## config.mk

```make
export PLATFORM = sky130hd
export DESIGN_NAME = rooth_inst_loader
export DESIGN_NICKNAME = d
export VERILOG_FILES = /design/src/rtl/rooth_inst_loader.sv
export SDC_FILE = /design/constraint.sdc
export NUM_CORES = 1
export LEC_CHECK = 0
export CAP_MARGIN = 20
export CORE_MARGIN = 2
export CORE_UTILIZATION = 54
export DETAILED_ROUTE_END_ITERATION = 7
export GPL_ROUTABILITY_DRIVEN = 0
export GPL_TIMING_DRIVEN = 0
export PLACE_DENSITY = 0.86
export SYNTH_ARGS = -nofsm -noshare
export SYNTH_HDL_FRONTEND = slang
export SYNTH_SLANG_ARGS = --single-unit
```

## constraint.sdc

```tcl
create_clock -name clk -period 2.3 [get_ports clk]
set_input_delay 0.23 -clock clk [delete_from_list [all_inputs] [get_ports clk]]
set_output_delay 0.23 -clock clk [all_outputs]
set_load 0.02 [all_outputs]
```

## src/rtl/rooth_inst_loader.sv

```systemverilog
// ============================================================================
// Module   : rooth_inst_loader
// Brief    : Boot loader; streams a count-prefixed little-endian image into
//            instruction memory and holds the core in reset until loaded.
//            Optional trailing checksum enabled by LOADER_CHECKSUM_EN.
// Revision : 1.0  initial release
// ============================================================================
`default_nettype none

module rooth_inst_loader #(
    parameter int MEM_AW = 12
) (
    input  logic              clk,
    input  logic              rst,
    input  logic              start,
    input  logic              s_valid,
    output logic              s_ready,
    input  logic [7:0]        s_data,
    output logic              mem_we,
    output logic [MEM_AW-1:0] mem_addr,
    output logic [31:0]       mem_wdata,
    output logic              core_rst_n,
    output logic              busy,
    output logic              done,
    output logic              err
);

    localparam logic [2:0] c_st_idle  = 3'd0;
    localparam logic [2:0] c_st_hdr   = 3'd1;
    localparam logic [2:0] c_st_data  = 3'd2;
    localparam logic [2:0] c_st_write = 3'd3;
`ifdef LOADER_CHECKSUM_EN
    localparam logic [2:0] c_st_chk   = 3'd4;
`endif
    localparam logic [2:0] c_st_done  = 3'd5;
    localparam logic [2:0] c_st_error = 3'd6;

    localparam logic [32:0] c_cap = 33'd1 << MEM_AW;

    logic [2:0]      r_state;
    logic [2:0]      w_next_state;
    logic [2:0]      w_fin_state;
    logic [1:0]      r_byte_cnt;
    logic [31:0]     r_word;
    logic [31:0]     r_count;
    logic [MEM_AW:0] r_index;
    logic [MEM_AW:0] w_index_inc;
    logic [31:0]     w_next_word;
    logic            w_accept;
    logic            w_last_byte;
    logic            w_start_ok;
`ifdef LOADER_CHECKSUM_EN
    logic [31:0]     r_sum;
`endif

    assign w_accept    = s_valid && s_ready;
    assign w_last_byte = w_accept && (r_byte_cnt == 2'd3);
    // Bytes shift in from the top so the first byte lands in bits 7:0.
    assign w_next_word = {s_data, r_word[31:8]};
    assign w_index_inc = r_index + 1'b1;
    assign w_start_ok  = start && ((r_state == c_st_idle) || (r_state == c_st_done) ||
                                   (r_state == c_st_error));

`ifdef LOADER_CHECKSUM_EN
    assign w_fin_state = c_st_chk;
`else
    assign w_fin_state = c_st_done;
`endif

    always_comb begin
        w_next_state = r_state;
        case (r_state)
            c_st_idle, c_st_done, c_st_error: begin
                if (w_start_ok) w_next_state = c_st_hdr;
            end
            c_st_hdr: begin
                if (w_last_byte) begin
                    if (w_next_word == 32'd0)
                        w_next_state = w_fin_state;
                    else if ({1'b0, w_next_word} > c_cap)
                        w_next_state = c_st_error;
                    else
                        w_next_state = c_st_data;
                end
            end
            c_st_data: begin
                if (w_last_byte) w_next_state = c_st_write;
            end
            c_st_write: begin
                if (32'(w_index_inc) == r_count)
                    w_next_state = w_fin_state;
                else
                    w_next_state = c_st_data;
            end
`ifdef LOADER_CHECKSUM_EN
            c_st_chk: begin
                if (w_last_byte)
                    w_next_state = (w_next_word == r_sum) ? c_st_done : c_st_error;
            end
`endif
            default: w_next_state = c_st_idle;
        endcase
    end

    always_ff @(posedge clk) begin
        if (rst) begin
            r_state    <= c_st_idle;
            r_byte_cnt <= 2'd0;
            r_word     <= 32'd0;
            r_count    <= 32'd0;
            r_index    <= '0;
`ifdef LOADER_CHECKSUM_EN
            r_sum      <= 32'd0;
`endif
        end else begin
            r_state <= w_next_state;
            if (w_start_ok) begin
                r_byte_cnt <= 2'd0;
                r_word     <= 32'd0;
                r_index    <= '0;
`ifdef LOADER_CHECKSUM_EN
                r_sum      <= 32'd0;
`endif
            end
            if (w_accept) begin
                r_word     <= w_next_word;
                r_byte_cnt <= r_byte_cnt + 2'd1;
                if ((r_state == c_st_hdr) && (r_byte_cnt == 2'd3))
                    r_count <= w_next_word;
            end
            if (r_state == c_st_write) begin
                r_index <= w_index_inc;
`ifdef LOADER_CHECKSUM_EN
                r_sum   <= r_sum + r_word;
`endif
            end
        end
    end

    // Everything below decodes registered state only; s_valid never reaches s_ready.
    assign s_ready    = (r_state == c_st_hdr) || (r_state == c_st_data)
`ifdef LOADER_CHECKSUM_EN
                        || (r_state == c_st_chk)
`endif
                        ;
    assign mem_we     = (r_state == c_st_write);
    assign mem_addr   = r_index[MEM_AW-1:0];
    assign mem_wdata  = r_word;
    assign core_rst_n = (r_state == c_st_done);
    assign done       = (r_state == c_st_done);
    assign err        = (r_state == c_st_error);
    assign busy       = s_ready || (r_state == c_st_write);

endmodule

`default_nettype wire
```

* Yosys cells after proc, flatten, opt, wreduce, memory -nomap -nowiden *
Cells that the tools add are included.

word-level totals
  bits in registers = 82
  input bits = 12
  output and inout port bits = 50
  logic and storage cells = 46

cells by class
  add/subtract/negate cells = 2
  magnitude comparators = 1
  equality and inequality tests = 10
  mux-type cells = 13
  reductions and logical operators = 15

operator list
  kind                                                                               count
  32-bit two-way mux                                                                 2
  13-bit by 32-bit == test with 1-bit output                                         1
  32-bit by 13-bit greater-than comparator with 1-bit output, second input constant  1
  32-bit zero test                                                                   1
  13-bit two-way mux                                                                 2
  3-bit two-way mux                                                                  6
  13-bit by 1-bit adder with 13-bit output, second input constant                    1
  3-bit case mux with 4 select lines                                                 1
  3-bit by 2-bit == test with 1-bit output, second input constant                    2
  3-bit == test, second input constant                                               2
  2-bit != test, second input constant                                               3
  1-bit logical AND                                                                  4
  1-bit logical OR                                                                   4
  2-bit two-way mux                                                                  2
  2-bit nonzero test                                                                 2
  3-bit by 1-bit == test with 1-bit output, second input constant                    1
  3-bit zero test                                                                    1
  3-bit AND reduction                                                                1
  3-bit OR reduction                                                                 1
  2-bit by 1-bit adder with 2-bit output, second input constant                      1
  2-bit == test, second input constant                                               1
  2-bit AND reduction                                                                1

* Depth between registers and ports, before layout *
Gate-level depths: netlist (run 1).

  word-level depth = 6
  mapped depth = 8
  gate-level depth less buffers = 7

* Least setup slack after synthesis (run 1) *
OpenSTA, ideal clock, no wires.

  path type = register -> register
  start = register r_index[0]
  end = register r_state[1]
  library setup time = 0.070 ns
  data arrival time = 1.877 ns
  required time = 2.230 ns
  path slack = 0.352 ns
  stages on the path, launching flop included = 9
  path buffers = 1
  clock period less this slack = 1.948 ns
  path through = dfxtp_1 -> ha_1 -> buf_2 -> nand3_4 -> a2111oi_1 -> a2bb2oi_1 -> a31oi_1 -> a31o_1 -> a21oi_1

on the way
  cells in the longest elaborated chain, start to end = 4

ends and longest elaborated chain
  what                                        RTL line  RTL
  start: declaration                          46        logic [MEM_AW:0] r_index;
  start signal: assignment                    132       r_index <= w_index_inc;
  13-bit by 1-bit adder with 13-bit output    60        assign w_index_inc = r_index + 1'b1;
  13-bit by 32-bit == test with 1-bit output  90        if (32'(w_index_inc) == r_count)
  3-bit two-way mux                           90
  3-bit case mux with 4 select lines          72        case (r_state)
  end signal: assignment                      107       r_state <= c_st_idle;
  end signal: assignment                      116       r_state <= w_next_state;
  end: declaration                            40        logic [2:0] r_state;

No other way between the ends.
A chain may end at the register's enable or synchronous reset.

* Worst setup path in the final report (run 1) *
  start = register r_index[1]
  end = register r_state[1]

The elaborated chain is that of the path after synthesis.

==> results.py, run 1 <==
metrics = {
    "route": {
        "route.detailed.drc": 0,
        "wl_um": 10500,
        "num_vias": 3779,
        "vias_per_cell": 5.88,
        "initialDrtViolationCount": 242,
        "antenna_left": 0,
        "avgRoutedWirePerCell_um": 16.3,
        "detail_route.first_pass.iterations": 6,
    },
    "logic_synthesis": {
        "ys.flop_type": "dfxtp_1",
        "syn_area_per_cell_um2": 8.29,
        "synth_warnings": 0,
        "synth_nets": 485,
        "synth_edf_count": 0,
        "synth_area_um2": 3900,
        "ys_seq_area_share_pct": 42.1,
        "syn_inst": 471,
        "postSynth.asyncResetShare_pct": 0,
        "synth_seq_cells": 82,
        "yosysUniqueCellTypes": 57,
    },
    "setup_path": {
        "critical_path_required_ns": 2.60,
        "timing.rr.start": "r_index[1]",
        "crit_slowest_cell": "dfxtp_1",
        "cp_data_arrival_time_ns": 2.49,
        "cp-start-kind": "flop",
        "criticalPathCategory": "flop to flop",
        "cp_max_fo": 8,
        "r2r-end": "r_state[1]",
        "max_stage_delay_ns": 0.48,
        "endpoint_kind": "flop",
        "crit_buf_inv": 1,
        "r2r_cells": 8,
        "cp_cell_sequence": "ha_1, buf_2, nand3_4, a2111oi_1, a2bb2oi_1, a31oi_1, a31o_1, a21oi_1",
        "r2r_setup_slack_ns": 0.11,
        "cp_top_family": "compound AO/OA/AOI/OAI gates",
    },
    "clock_tree": {
        "clkTransAtPathRegs_ns": 0.09,
        "cts.sinks": 82,
        "cts_buffers": 9,
        "htree_levels": 3,
        "cts_setup_buffers": 0,
        "clkLatencyLatePin_ns": 0.36,
        "cts-root-buf": "clkbuf_8",
        "tritoncts": "yes",
        "clockBufferDepth": 2,
    },
    "grt": {
        "track_usage_pct": 28.0,
        "grt_pass1_vias": 3536,
        "grt_pass1_wl_um": 17200,
        "grt_remaining_overflow": 0,
        "antenna_found_initial": 0,
        "grt_start_max_net_pins": 17,
    },
    "power_and_ir_drop": {
        "clkPwrFrac_pct": 36.6,
        "power_frac_comb_pct": 9.6,
        "p_sw_mw": 0.759,
        "ir_drop_mv": 0.446,
        "leakage_nw": 1.72,
        "power.density_nw_per_um2": 559,
        "cellInternalPower_mw": 1.93,
        "switching_share_pct": 28.2,
        "total_power_mw": 2.69,
        "seqPwrFrac_pct": 53.8,
    },
    "timing": {
        "fin_setup_tns_ns": 0,
        "final_max_slew_viol_count": 0,
        "whs_ns": 0.393,
        "period_minus_slack_ns": 2.19,
        "finalHoldViolCount": 0,
        "worstMarginPinSlew_ns": 0.708,
        "fmaxAchievable_mhz": 456,
        "rsz0062_at_grt": "no",
        "finalCritPeriodShare_pct": 95.3,
        "finalSetupViolations": 0,
        "fin_skew_ns": 0.0155,
        "setup_slack_ns": 0.109,
        "slew_headroom_pct": 52.8,
    },
    "worst_hold_path": {
        "hold_start": "rst",
        "whs_endpoint": "r_index[9]",
        "min_path_cells": 2,
        "min_path_type": "primary input to flop",
    },
    "floorplanning": {
        "core.rowCount": 30,
        "die_area_um2": 7920,
        "die_w_um": 89.0,
        "io_pins": 62,
        "core_um2": 6910,
        "start_util_pct": 56.5,
        "die_y_um": 89.0,
    },
    "outcome": {
        "status": "completed",
    },
    "finish": {
        "multi_input_area_um2": 1970,
        "syn2layout_area_growth_pct": 23.3,
        "nNetsFinal": 556,
        "diodes": 0,
        "finalCoreUtilization_pct": 69.7,
        "final-seq-area_um2": 1640,
        "layout-drive-gt1-share_pct": 12.2,
        "num-fill-cells": 575,
    },
    "place": {
        "numPortBuffers": 60,
        "dpl.hpwl_um": 7540,
        "pre_cts_ws_ns": 0.107,
    },
    "job": {
        "cap_violations": 0,
    },
}
registers in the layout, indices dropped and copies added, names as in the netlist:
signal,count
mem_wdata,32
r_count,32
r_index,13
r_state,3
r_byte_cnt,2
layer usage:
metal  vias up  track usage (%)  wire [um]
met2       186             45.6       4960
met1      1770             36.8       4540
met3        22             4.80        788
met5         -                0          0
li1       1801                -          -
met4         0             11.9        223
power by group through the flow:
stage / Sequential, mW / Clock (mW) / Combinational (mW)
after floorplan: 1.48 / 0 / 0.145
after global placement: 1.48 / 0 / 0.245
after detailed placement: 1.48 / 0 / 0.252
after CTS: 1.45 / 0.989 / 0.253
after global routing: 1.45 / 1.05 / 0.277
final: 1.45 / 0.983 / 0.258
stage by stage:
stage,instances,area (um2)
after floorplan,471,3900
after global placement,627,4620
after detailed placement,627,4620
after CTS,643,4800
after global routing,643,4810
final,643,4810
synth_stat cells (5+ instances only):
master / count / area [um2]
o21ai_0: 12 / 60.1
xor2_1: 7 / 61.3
xnor2_1: 9 / 78.8
nor4_1: 13 / 81.3
nor3_1: 5 / 25.0
buf_4: 14 / 105
buf_2: 14 / 70.1
a21oi_1: 54 / 270
dfxtp_1: 82 / 1640
nand3_1: 9 / 45.0
a22oi_1: 34 / 255
nand2_1: 73 / 274
clkbuf_1: 14 / 52.6
nor2b_1: 5 / 31.3
nor2_1: 56 / 210
cells by family after synthesis:
group / share of synthesized area [%]
simple gates: 25.0
buf+inv: 7.73
xor+xnor: 3.59
mux: 0.257
flops: 42.1
fa+ha+maj: 0.641
compound gates: 20.7
worst max path at each step:
stage	from	end	slack [ns]	cells past startpoint
after floorplan	r_index[0]	r_state[1]	0.35	8
after global placement	r_index[0]	r_state[1]	0.11	8
after detailed placement	r_index[0]	r_state[1]	0.11	8
after CTS	r_state[0]	mem_we	0.02	6
after global routing	r_index[1]	r_state[2]	0.0009	8
final	r_index[1]	r_state[1]	0.11	8
what timing repair did:
| action | CTS | global route |
|---|---|---|
| setup endpoints to repair | 1 | 6 |
| resized for setup | 1 | 6 |
| hold buffers | 0 | 0 |
final cells by class:
class,instances,share of cell area (%)
clock buffer,9,2.57
timing repair buffer,60,12.5
clock inverter,7,1.20
buffer,48,5.98
tap,96,2.50
inverter,4,0.312
sequential,82,34.1
multi-input combinational,337,40.9
cells in the final DEF, fill, tap and decap left out, types with 9 or more instances in the layout:
cell	instances
buf_4	14
clkbuf_8	9
a21oi_1	54
nand3_1	9
o21ai_0	12
dfxtp_1	81
buf_2	14
clkbuf_1	13
nor2_1	56
clkdlybuf4s50_1	59
nand2_1	72
xnor2_1	9
a22oi_1	34
nor4_1	13
No activity file was read; power rests on OpenSTA's default activity.
==> run 2, diff against run 1 <==
--- a/config.mk
+++ b/config.mk
@@ -9,3 +9,3 @@
 export CORE_MARGIN = 2
-export CORE_UTILIZATION = 54
+export CORE_UTILIZATION = 55
 export DETAILED_ROUTE_END_ITERATION = 7
@@ -13,3 +13,4 @@
 export GPL_TIMING_DRIVEN = 0
-export PLACE_DENSITY = 0.86
+export PLACE_DENSITY = 0.88
+export SKIP_CTS_REPAIR_TIMING = 1
 export SYNTH_ARGS = -nofsm -noshare
==> constraint.sdc (replaced) <==
create_clock -name clk -period 2.6 [get_ports clk]
set_input_delay 0.52 -clock clk [delete_from_list [all_inputs] [get_ports clk]]
set_output_delay 0.52 -clock clk [all_outputs]
set_load 0.02 [all_outputs]
==> run 2 against run 1 <==
Routed wire length up 2.4%. Hold slack better by 0.068 ns. Critical path type is now flop to primary output. Via count increased by 0.40%. Sequential power decreased by 12%. Clock-buffer cell count up 1. Core utilization is 1.0 points higher. Critical endpoint is now done. Global-route usage grew 1.1 points. Clock power is 3.5% lower. Total power is 8.6% lower.
==> results.py, run 2 (synthesis results as in run 1) <==
metrics = {
    "finish": {
        "syn2layout_area_growth_pct": 23.8,
        "final_cell_mix": "dfxtp_1 (82), nand2_1 (72), clkdlybuf4s50_1 (59)",
        "nNetsFinal": 556,
        "finalNonFillerCells": 643,
        "diodes": 0,
        "layout-drive-gt1-share_pct": 11.7,
        "final_common_cell": "dfxtp_1",
        "stdcell_area_um2": 4830,
    },
    "clock_tree": {
        "cts-root-buf": "clkbuf_8",
        "clockBufferDepth": 2,
        "tritoncts": "yes",
        "clkTransAtPathRegs_ns": 0.09,
        "cts.sinks": 82,
        "htree_levels": 3,
        "cts_buffers": 9,
        "clkLatencyLatePin_ns": 0.36,
    },
    "timing": {
        "final_max_slew_viol_count": 0,
        "fmaxAchievable_mhz": 402,
        "finalHoldViolCount": 0,
        "fin_setup_tns_ns": 0,
        "period_minus_slack_ns": 2.49,
        "slew_headroom_pct": 58.3,
        "rsz0062_at_grt": "yes",
        "worstMarginPinSlew_ns": 0.625,
        "finalCritPeriodShare_pct": 95.8,
        "finalSetupViolations": 0,
        "fin_skew_ns": 0.0105,
        "whs_ns": 0.461,
    },
    "power_and_ir_drop": {
        "total_power_mw": 2.46,
        "ir_drop_mv": 0.395,
        "leakage_nw": 1.74,
        "power.density_nw_per_um2": 509,
    },
    "worst_hold_path": {
        "whs_endpoint": "r_count[23]",
        "hold_start": "r_count[23]",
        "min_path_type": "flop to flop",
        "min_path_cells": 2,
    },
    "route": {
        "wl_um": 10800,
        "avgRoutedWirePerCell_um": 16.7,
        "route.detailed.drc": 0,
        "initialDrtViolationCount": 315,
        "vias_per_cell": 5.90,
        "antenna_left": 0,
        "num_vias": 3794,
        "detail_route.first_pass.iterations": 6,
    },
    "setup_path": {
        "critical_path_required_ns": 2.08,
        "crit_slowest_cell": "clkdlybuf4s50_1",
        "endpoint_kind": "primary output",
        "critPathLaunch": "r_state[0]",
        "cp_max_fo": 9,
        "cp_top_family": "buffers and inverters",
        "cp_cell_sequence": "buf_2, nor2b_2, and2_1, buf_4, clkdlybuf4s50_1",
        "cp_data_arrival_time_ns": 1.97,
        "r2r_cells": 8,
        "criticalPathCategory": "flop to primary output",
        "timing.rr.start": "r_index[0]",
        "cp-start-kind": "flop",
        "crit_buf_inv": 3,
        "r2r-end": "r_state[1]",
        "max_stage_delay_ns": 0.59,
        "r2r_setup_slack_ns": 0.23,
    },
    "grt": {
        "grt_start_max_net_pins": 16,
        "grt_pass1_vias": 3525,
        "grt_pass1_wl_um": 17500,
        "track_usage_pct": 29.1,
        "grt_remaining_overflow": 0,
        "antenna_found_initial": 0,
    },
    "floorplanning": {
        "start_util_pct": 57.1,
        "die_w_um": 88.2,
        "core.rowCount": 30,
        "io_pins": 62,
        "core_um2": 6830,
        "die_area_um2": 7790,
        "die_y_um": 88.2,
    },
    "place": {
        "dpl.hpwl_um": 7580,
        "dp_cells": 627,
        "placedInstanceArea_um2": 4620,
        "numPortBuffers": 60,
    },
    "outcome": {
        "status": "completed",
    },
    "job": {
        "cap_violations": 0,
    },
}
[run 2: area by class of cell]
| type | instances | area [um2] |
|---|---|---|
| Buffer | 48 | 288 |
| Clock buffer | 10 | 128 |
| Clock inverter | 6 | 71.3 |
| Fill cell | 543 | 2000 |
| Inverter | 4 | 15.0 |
| Multi-Input combinational cell | 337 | 1960 |
| Sequential cell | 82 | 1640 |
| Tap cell | 96 | 120 |
| Timing Repair Buffer | 60 | 603 |
[run 2: routing by layer]
layer / track usage (%) / wire, um / vias to the layer above / part of all wire (%)
li1: - / - / 1796 / -
met1: 38.3 / 4460 / 1750 / 41
met2: 47.0 / 5010 / 210 / 47
met3: 5.60 / 969 / 38 / 9.0
met4: 12.1 / 325 / 0 / 3.0
met5: 0 / 0 / - / 0
[run 2: where the power goes]
part | internal, mW | switching (mW) | total [mW]
logic | 0.0803 | 0.148 | 0.228
clock network | 0.454 | 0.495 | 0.949
registers | 1.27 | 0.0148 | 1.28
total | 1.80 | 0.657 | 2.46
[run 2: how the worst max path moves through the flow]
| stage | endpoint | depth (start not counted) |
|---|---|---|
| after floorplan | r_state[1] | 8 |
| after global placement | mem_we | 6 |
| after detailed placement | mem_we | 6 |
| after CTS | mem_we | 6 |
| after global routing | s_ready | 4 |
| final | done | 5 |
[run 2: worst min-delay path, stage by stage (launching register included)]
cell     delay [ns]
dfxtp_1        0.32
nand2_1        0.05
a21oi_1        0.05
[run 2: metrics by stage]
step / setup slack (ns) / utilization, %
finish: 0.110 / 70.7
global route: -0.00122 / 70.7
CTS: -0.280 / 70.6
detailed placement: 0.128 / 67.7
global placement: 0.192 / 67.7
floorplan: 0.652 / -
